**config.mk**
```make
export PLATFORM = sky130hd
export DESIGN_NAME = vec_match_sched
export DESIGN_NICKNAME = d
export VERILOG_FILES = /design/src/rtl/vec_match_pkg.sv /design/src/rtl/vec_match_resbuf.sv /design/src/rtl/vec_match_sched.sv
export SDC_FILE = /design/constraint.sdc
export NUM_CORES = 1
export LEC_CHECK = 0
export CORE_UTILIZATION = 52
export DETAILED_ROUTE_END_ITERATION = 6
export PLACE_DENSITY_LB_ADDON = 0.05
export SLEW_MARGIN = 20
export SYNTH_ARGS = -nofsm -noshare
export SYNTH_HDL_FRONTEND = slang
export SYNTH_HIERARCHICAL = 1
export SYNTH_SLANG_ARGS = --single-unit
```
**constraint.sdc**
```tcl
create_clock -name clk -period 2.08 [get_ports clk]
set_input_delay 0.312 -clock clk [delete_from_list [all_inputs] [get_ports clk]]
set_output_delay 0.312 -clock clk [all_outputs]
set_load 0.01 [all_outputs]
```
**src/rtl/vec_match_pkg.sv**
```systemverilog
// Shared types for the image-vs-library vector match scheduler.
// Optional threshold reporting is enabled by defining VEC_MATCH_SCHED_THRESH_EN.
package vec_match_pkg;

  typedef enum logic [1:0] {
    ST_IDLE  = 2'd0,
    ST_RUN   = 2'd1,
    ST_DRAIN = 2'd2,
    ST_DONE  = 2'd3
  } state_t;

  localparam int unsigned IMG_VEC_N_DEF = 64;
  localparam int unsigned LIB_VEC_N_DEF = 256;
  localparam int unsigned SCORE_W_DEF   = 16;

`ifdef VEC_MATCH_SCHED_THRESH_EN
  localparam int unsigned HIT_W = 1;
`else
  localparam int unsigned HIT_W = 0;
`endif

  // Address width for a vector count; never narrower than one bit.
  function automatic int unsigned addr_w(input int unsigned n);
    return (n > 1) ? $clog2(n) : 1;
  endfunction

  // Result record width, field order {img_idx, lib_idx, score[, hit]}.
  function automatic int unsigned rec_w(input int unsigned iw, input int unsigned lw,
                                        input int unsigned sw);
    return iw + lw + sw + HIT_W;
  endfunction

endpackage

```
**src/rtl/vec_match_resbuf.sv**
```systemverilog
// Two-entry valid/ready result FIFO with registered head and occupancy output.
module vec_match_resbuf #(
  parameter int unsigned DATA_W = 8
) (
  input  logic              clk,
  input  logic              rst_n,
  input  logic              i_flush,
  input  logic              i_push,
  input  logic [DATA_W-1:0] i_data,
  output logic              o_valid,
  input  logic              i_ready,
  output logic [DATA_W-1:0] o_data,
  output logic [1:0]        o_count
);

  logic [DATA_W-1:0] r_head;
  logic [DATA_W-1:0] r_tail;
  logic [1:0]        r_cnt;
  logic              r_valid;
  logic              w_pop;

  assign w_pop   = r_valid && i_ready;
  assign o_valid = r_valid;
  assign o_data  = r_head;
  assign o_count = r_cnt;

  // Head is the output register; tail only holds the second entry.
  always_ff @(posedge clk or negedge rst_n) begin
    if (!rst_n) begin
      r_head  <= '0;
      r_tail  <= '0;
      r_cnt   <= 2'd0;
      r_valid <= 1'b0;
    end else if (i_flush) begin
      r_head  <= '0;
      r_tail  <= '0;
      r_cnt   <= 2'd0;
      r_valid <= 1'b0;
    end else begin
      case (r_cnt)
        2'd0: begin
          if (i_push) begin
            r_head  <= i_data;
            r_cnt   <= 2'd1;
            r_valid <= 1'b1;
          end
        end
        2'd1: begin
          case ({i_push, w_pop})
            2'b11: r_head <= i_data;
            2'b10: begin
              r_tail <= i_data;
              r_cnt  <= 2'd2;
            end
            2'b01: begin
              r_cnt   <= 2'd0;
              r_valid <= 1'b0;
            end
            default: ;
          endcase
        end
        2'd2: begin
          if (w_pop) begin
            r_head <= r_tail;
            if (i_push) begin
              r_tail <= i_data;
            end else begin
              r_cnt <= 2'd1;
            end
          end
        end
        default: begin
          r_cnt   <= 2'd0;
          r_valid <= 1'b0;
        end
      endcase
    end
  end

endmodule

```
**src/rtl/vec_match_sched.sv**
```systemverilog
// Issues (image, library) address pairs, reduces the returned scores to one
// best match per image row. Optional macro: VEC_MATCH_SCHED_THRESH_EN.
module vec_match_sched
  import vec_match_pkg::*;
#(
  parameter  int unsigned IMG_VEC_N = IMG_VEC_N_DEF,
  parameter  int unsigned LIB_VEC_N = LIB_VEC_N_DEF,
  parameter  int unsigned SCORE_W   = SCORE_W_DEF,
  localparam int unsigned IMG_W     = addr_w(IMG_VEC_N),
  localparam int unsigned LIB_W     = addr_w(LIB_VEC_N)
) (
  input  logic               clk,
  input  logic               rst_n,
  input  logic               start,
  input  logic               abort,
  output logic               busy,
  output logic               done,
  output logic               rd_en,
  output logic [IMG_W-1:0]   img_addr,
  output logic [LIB_W-1:0]   lib_addr,
  input  logic               score_valid_i,
  input  logic [SCORE_W-1:0] score_i,
`ifdef VEC_MATCH_SCHED_THRESH_EN
  input  logic [SCORE_W-1:0] thresh,
  output logic               res_hit,
`endif
  output logic               res_valid,
  input  logic               res_ready,
  output logic [IMG_W-1:0]   res_img_idx,
  output logic [LIB_W-1:0]   res_lib_idx,
  output logic [SCORE_W-1:0] res_score
);

  localparam logic [IMG_W-1:0] IMG_LAST = IMG_W'(IMG_VEC_N - 1);
  localparam logic [LIB_W-1:0] LIB_LAST = LIB_W'(LIB_VEC_N - 1);

  typedef struct packed {
    logic [IMG_W-1:0]   img_idx;
    logic [LIB_W-1:0]   lib_idx;
    logic [SCORE_W-1:0] score;
`ifdef VEC_MATCH_SCHED_THRESH_EN
    logic               hit;
`endif
  } res_rec_t;

  state_t             r_state;
  state_t             w_state_nxt;
  logic               r_busy;
  logic               r_done;
  logic               r_rd_en;
  logic [IMG_W-1:0]   r_img_addr;
  logic [LIB_W-1:0]   r_lib_addr;
  logic [1:0]         r_rows_inflight;
  logic [IMG_W-1:0]   r_rx_img;
  logic [LIB_W-1:0]   r_rx_lib;
  logic               r_rx_all;
  logic [SCORE_W-1:0] r_best_score;
  logic [LIB_W-1:0]   r_best_idx;

  logic               w_busy_nxt;
  logic               w_done_nxt;
  logic               w_rd_en_nxt;
  logic [IMG_W-1:0]   w_img_nxt;
  logic [LIB_W-1:0]   w_lib_nxt;
  logic [1:0]         w_infl_nxt;
  logic               w_issue_last;
  logic               w_row_first;
  logic               w_clear;
  logic               w_push;
  logic               w_pop;
  logic               w_last_pop;
  logic               w_res_valid;
  logic [1:0]         w_occ;
  logic               w_win;
  logic [SCORE_W-1:0] w_win_score;
  logic [LIB_W-1:0]   w_win_idx;
  res_rec_t           w_push_rec;
  res_rec_t           w_head;

  assign w_issue_last = r_rd_en && (r_img_addr == IMG_LAST) && (r_lib_addr == LIB_LAST);
  assign w_row_first  = r_rd_en && (r_lib_addr == '0);
  assign w_clear      = abort || (r_state == ST_DONE);
  assign w_push       = score_valid_i && (r_rx_lib == LIB_LAST);
  assign w_pop        = w_res_valid && res_ready;
  assign w_last_pop   = r_rx_all && w_pop && (w_occ == 2'd1) && !w_push;
  assign w_infl_nxt   = r_rows_inflight + 2'(w_row_first) - 2'(w_pop);

  // Issue pointer advances after every cycle that presented a pair.
  always_comb begin
    w_img_nxt = r_img_addr;
    w_lib_nxt = r_lib_addr;
    if (r_rd_en) begin
      if (r_lib_addr == LIB_LAST) begin
        w_lib_nxt = '0;
        w_img_nxt = (r_img_addr == IMG_LAST) ? '0 : r_img_addr + IMG_W'(1);
      end else begin
        w_lib_nxt = r_lib_addr + LIB_W'(1);
      end
    end
  end

  always_ff @(posedge clk or negedge rst_n) begin
    if (!rst_n) begin
      r_state <= ST_IDLE;
    end else begin
      r_state <= w_state_nxt;
    end
  end

  // A row may only open while fewer than two rows hold a result slot.
  always_comb begin
    w_state_nxt = r_state;
    w_busy_nxt  = 1'b0;
    w_done_nxt  = 1'b0;
    w_rd_en_nxt = 1'b0;
    case (r_state)
      ST_IDLE:  if (start) w_state_nxt = ST_RUN;
      ST_RUN:   if (w_issue_last) w_state_nxt = ST_DRAIN;
      ST_DRAIN: if (w_last_pop) w_state_nxt = ST_DONE;
      ST_DONE:  w_state_nxt = ST_IDLE;
      default:  w_state_nxt = ST_IDLE;
    endcase
    if (abort) begin
      w_state_nxt = ST_IDLE;
    end
    w_busy_nxt  = (w_state_nxt == ST_RUN) || (w_state_nxt == ST_DRAIN);
    w_done_nxt  = (w_state_nxt == ST_DONE);
    w_rd_en_nxt = (w_state_nxt == ST_RUN) && ((w_lib_nxt != '0) || (w_infl_nxt < 2'd2));
  end

  always_ff @(posedge clk or negedge rst_n) begin
    if (!rst_n) begin
      r_busy          <= 1'b0;
      r_done          <= 1'b0;
      r_rd_en         <= 1'b0;
      r_img_addr      <= '0;
      r_lib_addr      <= '0;
      r_rows_inflight <= 2'd0;
    end else begin
      r_busy  <= w_busy_nxt;
      r_done  <= w_done_nxt;
      r_rd_en <= w_rd_en_nxt;
      if (w_clear) begin
        r_img_addr      <= '0;
        r_lib_addr      <= '0;
        r_rows_inflight <= 2'd0;
      end else begin
        r_img_addr      <= w_img_nxt;
        r_lib_addr      <= w_lib_nxt;
        r_rows_inflight <= w_infl_nxt;
      end
    end
  end

  // Strict less-than keeps the lowest library index on ties.
  assign w_win       = score_i < r_best_score;
  assign w_win_score = w_win ? score_i : r_best_score;
  assign w_win_idx   = w_win ? r_rx_lib : r_best_idx;

  always_ff @(posedge clk or negedge rst_n) begin
    if (!rst_n) begin
      r_rx_img     <= '0;
      r_rx_lib     <= '0;
      r_rx_all     <= 1'b0;
      r_best_score <= '0;
      r_best_idx   <= '0;
    end else if (w_clear) begin
      r_rx_img     <= '0;
      r_rx_lib     <= '0;
      r_rx_all     <= 1'b0;
      r_best_score <= '0;
      r_best_idx   <= '0;
    end else if (score_valid_i) begin
      if (r_rx_lib == '0) begin
        r_best_score <= score_i;
        r_best_idx   <= '0;
      end else if (w_win) begin
        r_best_score <= score_i;
        r_best_idx   <= r_rx_lib;
      end
      if (r_rx_lib == LIB_LAST) begin
        r_rx_lib <= '0;
        r_rx_img <= (r_rx_img == IMG_LAST) ? '0 : r_rx_img + IMG_W'(1);
        if (r_rx_img == IMG_LAST) begin
          r_rx_all <= 1'b1;
        end
      end else begin
        r_rx_lib <= r_rx_lib + LIB_W'(1);
      end
    end
  end

  always_comb begin
    w_push_rec         = '0;
    w_push_rec.img_idx = r_rx_img;
    w_push_rec.score   = w_win_score;
`ifdef VEC_MATCH_SCHED_THRESH_EN
    w_push_rec.hit     = (w_win_score <= thresh);
    w_push_rec.lib_idx = w_push_rec.hit ? w_win_idx : '1;
`else
    w_push_rec.lib_idx = w_win_idx;
`endif
  end

  vec_match_resbuf #(
    .DATA_W ($bits(res_rec_t))
  ) u_resbuf (
    .clk     (clk),
    .rst_n   (rst_n),
    .i_flush (abort),
    .i_push  (w_push),
    .i_data  (w_push_rec),
    .o_valid (w_res_valid),
    .i_ready (res_ready),
    .o_data  (w_head),
    .o_count (w_occ)
  );

  assign busy        = r_busy;
  assign done        = r_done;
  assign rd_en       = r_rd_en;
  assign img_addr    = r_img_addr;
  assign lib_addr    = r_lib_addr;
  assign res_valid   = w_res_valid;
  assign res_img_idx = w_head.img_idx;
  assign res_lib_idx = w_head.lib_idx;
  assign res_score   = w_head.score;
`ifdef VEC_MATCH_SCHED_THRESH_EN
  assign res_hit     = w_head.hit;
`endif

endmodule

```
==> impl_results.md, run 1 <==
* Status: complete, but fails checks
* Failing checks: negative setup slack
* Vias/cell at roughly 5.6
* Comb pwr share at 0.182
* Sequential area share after synthesis at 0.463
* Routed via count at about 5700
* Final setup violation count at just over 70
* R2R setup slack at -0.18 ns
* Vias in the first global route at between 5000 and 6000
* Final worst slack at -0.198 ns
* DR WL met3 at roughly 790 um
* Maximum vdd drop at about 0.00067 V
* Layout Nets at approximately 880
* CTS Buf Count at 17
* Placer congestion estimate at between 0.8 and 0.9
* Final hold violations at 0
* Area of the core at roughly 12000 um2
* Synthesized instance count at 697
* Max-slew violations at 0
* Filler cell count at roughly 900
* Critical path class: in2reg
* Flop pwr share at 0.388
* Clock sink count at 123
* Post-synth EDFFs at 0
* Highest metal used: met4
* Post-synthesis register bit count at approximately 120
* Syn nets at 744
* Pwr Density at around 700 nW/um2
* CP Launch Type: input pin
* Initial antenna violation count at 0
* DRC at 0
* Worst r2r path cells at 10
* GRT Total Usage at 0.273
* Die Y at ~120 um
* Initial DRC count at about 260
* Worst-path fanout max at 5
* Max Buffers Root-to-Sink at 2
* CP required at roughly 2.4 ns
* Post-Syn Area at roughly 6600 um2
* Placed cell area at approximately 8100 um2
* PortBufs at 69
* Met1 wire length at 7490 um
* Worst Setup End Kind: flop
* Sw Share at 0.253
* Initial Util at 0.544
* Initial DRT Pass Iterations at 4
* RSZ-0062 raised after global routing: yes
* Syn Area/Cell at ~9.5 um2
* Die W at about 120 um
* Post-DP HPWL at 10900 um
* ANT cells at 0
* LEAKAGE at around 4.0 nW
* Ys flop type: dfrtp_1
* CTS tree: done
* Yosys synthesis warning count at 6
* H-Tree Level Count at 4
* Fraction of layout instances using a drive strength above 1 at 0.261
* Measured slew at the worst slew-check pin at between 0.5 and 0.6 ns
* Worst R2R Start: r_best_score[9]
* Clk_skew at around 0.0062 ns
* Reg-to-Reg End: u_resbuf/o_data[0]
* Slew HR at 0.652
* Post-route ant nets at 0
* WL/cell at 16.9 um
* Internal at 4.89 mW
* Max-Cap Viols at 0
* Highest clock rate at 439 MHz
* First-pass GRT wire length at 27900 um
* Most frequent cells in the layout: nand2_1, dfrtp_1, buf_4
* Root buffer cell: clkbuf_16
* Grt ovf at 0
* CP startpoint: score_i[8]
* Pin count of the biggest net entering global routing at ~60
* Die area at around 13000 um2
* Clock Power Share at 0.430
* Most common cell after layout, fill and taps aside: nand2_1
* Core Util, Final at 0.744
* DR WL met2 at 8550 um
* Design Area, Final at about 9000 um2
* Area added between synthesis and finish at 36.7%
* Tmin final at 2.28 ns
* Top-Level Pins at 70
* Worst skew pair latency at about 0.42 ns
* Drt total wl at 17000 um
* Hold Path Class: in2async
* Core Rows at 40
* Fin crit share at 1.10
* Async SR Flop Fraction at 1.00
* Critical Path AT at around 2.6 ns
* Worst-path clk slew at approximately 0.050 ns
* Cell variety after synth at 59
* Psw at 1.65 mW
[what timing repair did]
item / 4_1_cts / 5_1_grt
hold buffers: 1 / 0
endpoints found under the hold margin: 33 / 0
cloned: 2 / 0
resized for setup: 63 / 30
endpoints found under the setup margin: 72 / 76
pin swaps: 28 / 25
setup buffers: 9 / 2
[Yosys cell counts (all sizes together) (2+ instances only)]
cell,instances,area share
a21boi,2,0.0023
a21oi,19,0.014
a22o,2,0.0026
a22oi,31,0.035
a31o,2,0.0026
a31oi,4,0.0038
and2,5,0.0047
and3,9,0.0085
buf,27,0.031
clkbuf,18,0.010
dfrtp,123,0.46
ha,25,0.047
inv,29,0.016
mux2,25,0.042
mux2i,49,0.074
nand2,158,0.090
nand2b,3,0.0028
nand3,13,0.0098
nand4,10,0.010
nand4b,2,0.0026
nor2,31,0.018
nor3,12,0.0090
nor4,4,0.0060
o211ai,2,0.0023
o21ai,43,0.032
o22ai,6,0.0056
o311a,2,0.0030
or2,2,0.0019
or3,2,0.0019
xnor2,7,0.0092
xor2,13,0.017
[layer usage]
metal,track usage,vias up
li1,-,2667
met1,0.340,2813
met2,0.472,153
met3,0.0617,21
met4,0.0874,0
met5,0,-
[flip-flops by register name, indices dropped and copies added, names as in the netlist]
register	count
lib_addr	8
rd_en	1
r_rows_inflight	2
r_state	2
u_resbuf/r_tail	30
u_resbuf/o_data	30
r_rx_lib	8
busy	1
r_best_score	16
done	1
u_resbuf/o_valid	1
r_best_idx	8
u_resbuf/o_count	2
r_rx_all	1
r_rx_img	6
img_addr	6
[kinds of logic (layout without fill, tap and decap cells)]
logic type,Yosys count,after routing,synth area share
xor gates and xnor gates,20,20,0.0263
muxes,74,74,0.116
and+or+nand+nor,258,258,0.174
buffers and inverters,74,216,0.0574
AOI/OAI and AO/OA,123,123,0.117
DFF,123,123,0.463
adders and majority gates,25,25,0.0470
[how the worst max path moves through the flow]
stage                          end  slack [ns]  cells after the start
2_1_floorplan                rd_en       -0.04                     11
4_1_cts         u_resbuf/o_data[0]       -0.22                     11
3_3_place_gp   u_resbuf/o_data[22]       -0.56                     11
3_5_place_dp   u_resbuf/o_data[20]       -0.64                     10
5_1_grt         u_resbuf/o_data[0]       -0.24                     10
6_report        u_resbuf/o_data[0]       -0.20                     10
[power groups by stage]
stage	logic, mW	registers [mW]	clock network [mW]
global placement	0.973	2.57	0
CTS	1.21	2.54	2.83
floorplan	0.549	2.59	0
finish	1.19	2.54	2.81
detailed placement	0.998	2.58	0
global route	1.29	2.54	2.95
[stage by stage]
stage	total power [mW]	setup slack (ns)	TNS, ns	hold WS (ns)	instances
global route	6.78	-0.242	-9.75	0.467	1007
floorplan	3.14	-0.0421	-0.597	0.0164	697
global placement	3.54	-0.558	-33.49	0.316	968
CTS	6.58	-0.224	-8.81	0.422	1009
finish	6.54	-0.198	-6.11	0.414	1007
detailed placement	3.57	-0.636	-37.21	0.316	968
[area by class of cell]
type / instances / area [um2] / share of cell area
Clock buffer: 28 / 527 / 0.0580
Sequential cell: 123 / 3080 / 0.339
Inverter: 29 / 109 / 0.0120
Timing Repair Buffer: 158 / 1470 / 0.161
Multi-Input combinational cell: 500 / 3670 / 0.403
Tap cell: 168 / 210 / 0.0231
Clock inverter: 1 / 30.0 / 0.00330
[critical path, stage by stage]
cell and delay, ns:
clkdlybuf4s50_1 0.50, ha_4 0.32, nand2_4 0.05, nor4_4 0.37, a31oi_4 0.15, nand2_4 0.14, buf_8 0.15, mux2_4 0.31
a22oi_2 0.17, o21ai_1 0.10
(Power assumes the default switching activity.)
==> run 2, diff against run 1 <==
--- a/config.mk
+++ b/config.mk
@@ -5,8 +5,10 @@
 export SDC_FILE = /design/constraint.sdc
 export NUM_CORES = 1
 export LEC_CHECK = 0
-export CORE_UTILIZATION = 52
+export CORE_ASPECT_RATIO = 1.2
+export CORE_UTILIZATION = 25
 export DETAILED_ROUTE_END_ITERATION = 6
+export HOLD_SLACK_MARGIN = 0.12
 export PLACE_DENSITY_LB_ADDON = 0.05
 export SLEW_MARGIN = 20
 export SYNTH_ARGS = -nofsm -noshare
==> impl_results.md, run 2 (synthesis gave the netlist of run 1 again) <==
* Status: complete, but fails checks (unchanged)
* Failing checks: negative setup slack (unchanged)
* Layout Nets at 882 (was 876)
* Internal at 5.48 mW (was 4.89 mW)
* CP required at 2.38 ns (was 2.37 ns)
* Comb pwr share at 0.170 (was 0.182)
* PortBufs at 69 (unchanged)
* Pwr Density at 765 nW/um2 (was 720 nW/um2)
* Worst skew pair latency at 0.43 ns (was 0.42 ns)
* Worst-path fanout max at 8 (was 5)
* Slew HR at 0.601 (was 0.652)
* Critical path class: in2reg (unchanged)
* Clk_skew at 0.0112 ns (was 0.00625 ns)
* Tmin final at 2.30 ns (was 2.28 ns)
* Filler cell count at 2672 (was 904)
* Top-Level Pins at 70 (unchanged)
* Root buffer cell: clkbuf_16 (unchanged)
* Die area at 27300 um2 (was 13200 um2)
* Final setup violation count at 73 (was 71)
* Final Non-Filler Cells at 1183 (was 1007)
* Final hold violations at 0 (unchanged)
* Hold Path Class: in2reg (was in2async)
* Clock sink count at 123 (unchanged)
* Initial Util at 0.254 (was 0.544)
* Maximum vdd drop at 0.000494 V (was 0.000669 V)
* Routed via count at 5475 (was 5654)
* Area of the core at 26200 um2 (was 12200 um2)
* Area added between synthesis and finish at 43.6% (was 36.7%)
* Highest clock rate at 435 MHz (was 439 MHz)
* Initial DRC count at 254 (was 256)
* Pin count of the biggest net entering global routing at 80 (was 61)
* Drt total wl at 19700 um (was 17000 um)
* Psw at 1.83 mW (was 1.65 mW)
* CTS tree: done (unchanged)
* Fin crit share at 1.11 (was 1.10)
* Sequential Area at 3080 um2 (unchanged)
* Max Buffers Root-to-Sink at 2 (unchanged)
* H-Tree Level Count at 4 (unchanged)
* Core Rows at 65 (was 40)
* Post-DP HPWL at 13400 um (was 10900 um)
* Die W at 151 um (was 115 um)
* ANT cells at 0 (unchanged)
* Post-route ant nets at 0 (unchanged)
* Most frequent cells in the layout: nand2_1, dfrtp_1, buf_4 (unchanged)
* CTS Buf Count at 17 (unchanged)
* Measured slew at the worst slew-check pin at 0.599 ns (was 0.522 ns)
* Multi-input logic area at 3690 um2 (was 3670 um2)
* Initial DRT Pass Iterations at 6 (was 4)
* Clock Power Share at 0.482 (was 0.430)
* Post-route setup TNS at -8.97 ns (was -6.11 ns)
* Initial antenna violation count at 0 (unchanged)
* Worst Setup End Kind: flop (unchanged)
* CP Launch Type: input pin (unchanged)
* Total power at 7.31 mW (was 6.54 mW)
* Max-Cap Viols at 0 (unchanged)
* Post-Place Cells at 1143 (was 968)
* Die Y at 181 um (was 115 um)
* Worst-path clk slew at 0.06 ns (was 0.05 ns)
* Flop pwr share at 0.348 (was 0.388)
* Placer congestion estimate at 0.765 (was 0.864)
* Grt ovf at 0 (unchanged)
* Sw Share at 0.251 (was 0.253)
* Fraction of layout instances using a drive strength above 1 at 0.274 (was 0.261)
* Vias in the first global route at 5633 (was 5820)
* WL/cell at 16.7 um (was 16.9 um)
* LEAKAGE at 4.11 nW (was 3.99 nW)
* Final worst slack at -0.221 ns (was -0.198 ns)
* DRC at 0 (unchanged)
* Max-slew violations at 0 (unchanged)
* GRT Total Usage at 0.152 (was 0.273)
* RSZ-0062 raised after global routing: yes (unchanged)
* First-pass GRT wire length at 31400 um (was 27900 um)
* Vias/cell at 4.63 (was 5.61)
* Most common cell after layout, fill and taps aside: nand2_1 (unchanged)
* Critical Path AT at 2.60 ns (was 2.57 ns)
## run 2: through the flow
stage               area, um2  worst slack, ns   util  hold WS [ns]
floorplan                6780          -0.0421      -        0.0164
global placement         8340           -0.675  0.318         0.398
detailed placement       8340           -0.670  0.318         0.400
CTS                      9270           -0.242  0.354         0.488
global route             9550           -0.360  0.365         0.365
finish                   9550           -0.221  0.365         0.365
## run 2: power groups by stage
stage	Clock (mW)	Combinational, mW	Sequential, mW
after floorplan	0	0.549	2.59
after global placement	0	1.05	2.58
after detailed placement	0	1.05	2.58
after CTS	3.63	1.15	2.54
after global routing	3.73	1.36	2.55
final	3.52	1.24	2.54
## run 2: area by class of cell
cell class                      count  area share
Clock buffer                       21      0.0503
Clock inverter                     11      0.0223
Inverter                           29      0.0114
Multi-Input combinational cell    500       0.386
Sequential cell                   123       0.322
Tap cell                          335      0.0439
Timing Repair Buffer              164       0.164
## run 2: worst max-delay path, stage by stage
cell and delay, ns:
clkdlybuf4s50_1 0.50, ha_4 0.32, nand2_4 0.07, nor4_4 0.36, a31oi_4 0.15, nand2_4 0.15, clkbuf_16 0.19, mux2_4 0.33
a22oi_2 0.12, o21ai_1 0.09
## run 2: final timing paths
path | start | to | slack [ns] | depth (start not counted)
worst max-delay path | score_i[14] | u_resbuf/o_data[17] | -0.22 | 10
worst min-delay path | score_i[15] | r_best_score[15] | 0.36 | 4
worst max register to register | r_best_score[14] | u_resbuf/o_data[17] | -0.21 | 10
worst min register to register | u_resbuf/o_data[25] | u_resbuf/o_data[25] | 0.48 | 2
max in group asynchronous | rst_n | r_best_score[7] | 1.11 | 3
min in group asynchronous | rst_n | u_resbuf/o_data[26] | 0.48 | 3
## run 2: layer usage
| metal | share of wire | track usage |
|---|---|---|
| met1 | 0.47 | 0.199 |
| met2 | 0.49 | 0.247 |
| met3 | 0.033 | 0.0299 |
| met4 | 0.012 | 0.0496 |
| met5 | 0 | 0 |
## run 2: repair_timing
item | 4_1_cts | 5_1_grt
hold buffers | 1 | 0
pin swaps | 7 | 24
setup endpoints to repair | 75 | 80
cloned | 1 | 2
endpoints found under the hold margin | 123 | 0
gates resized for setup | 41 | 47
buffers inserted | 1 | 4
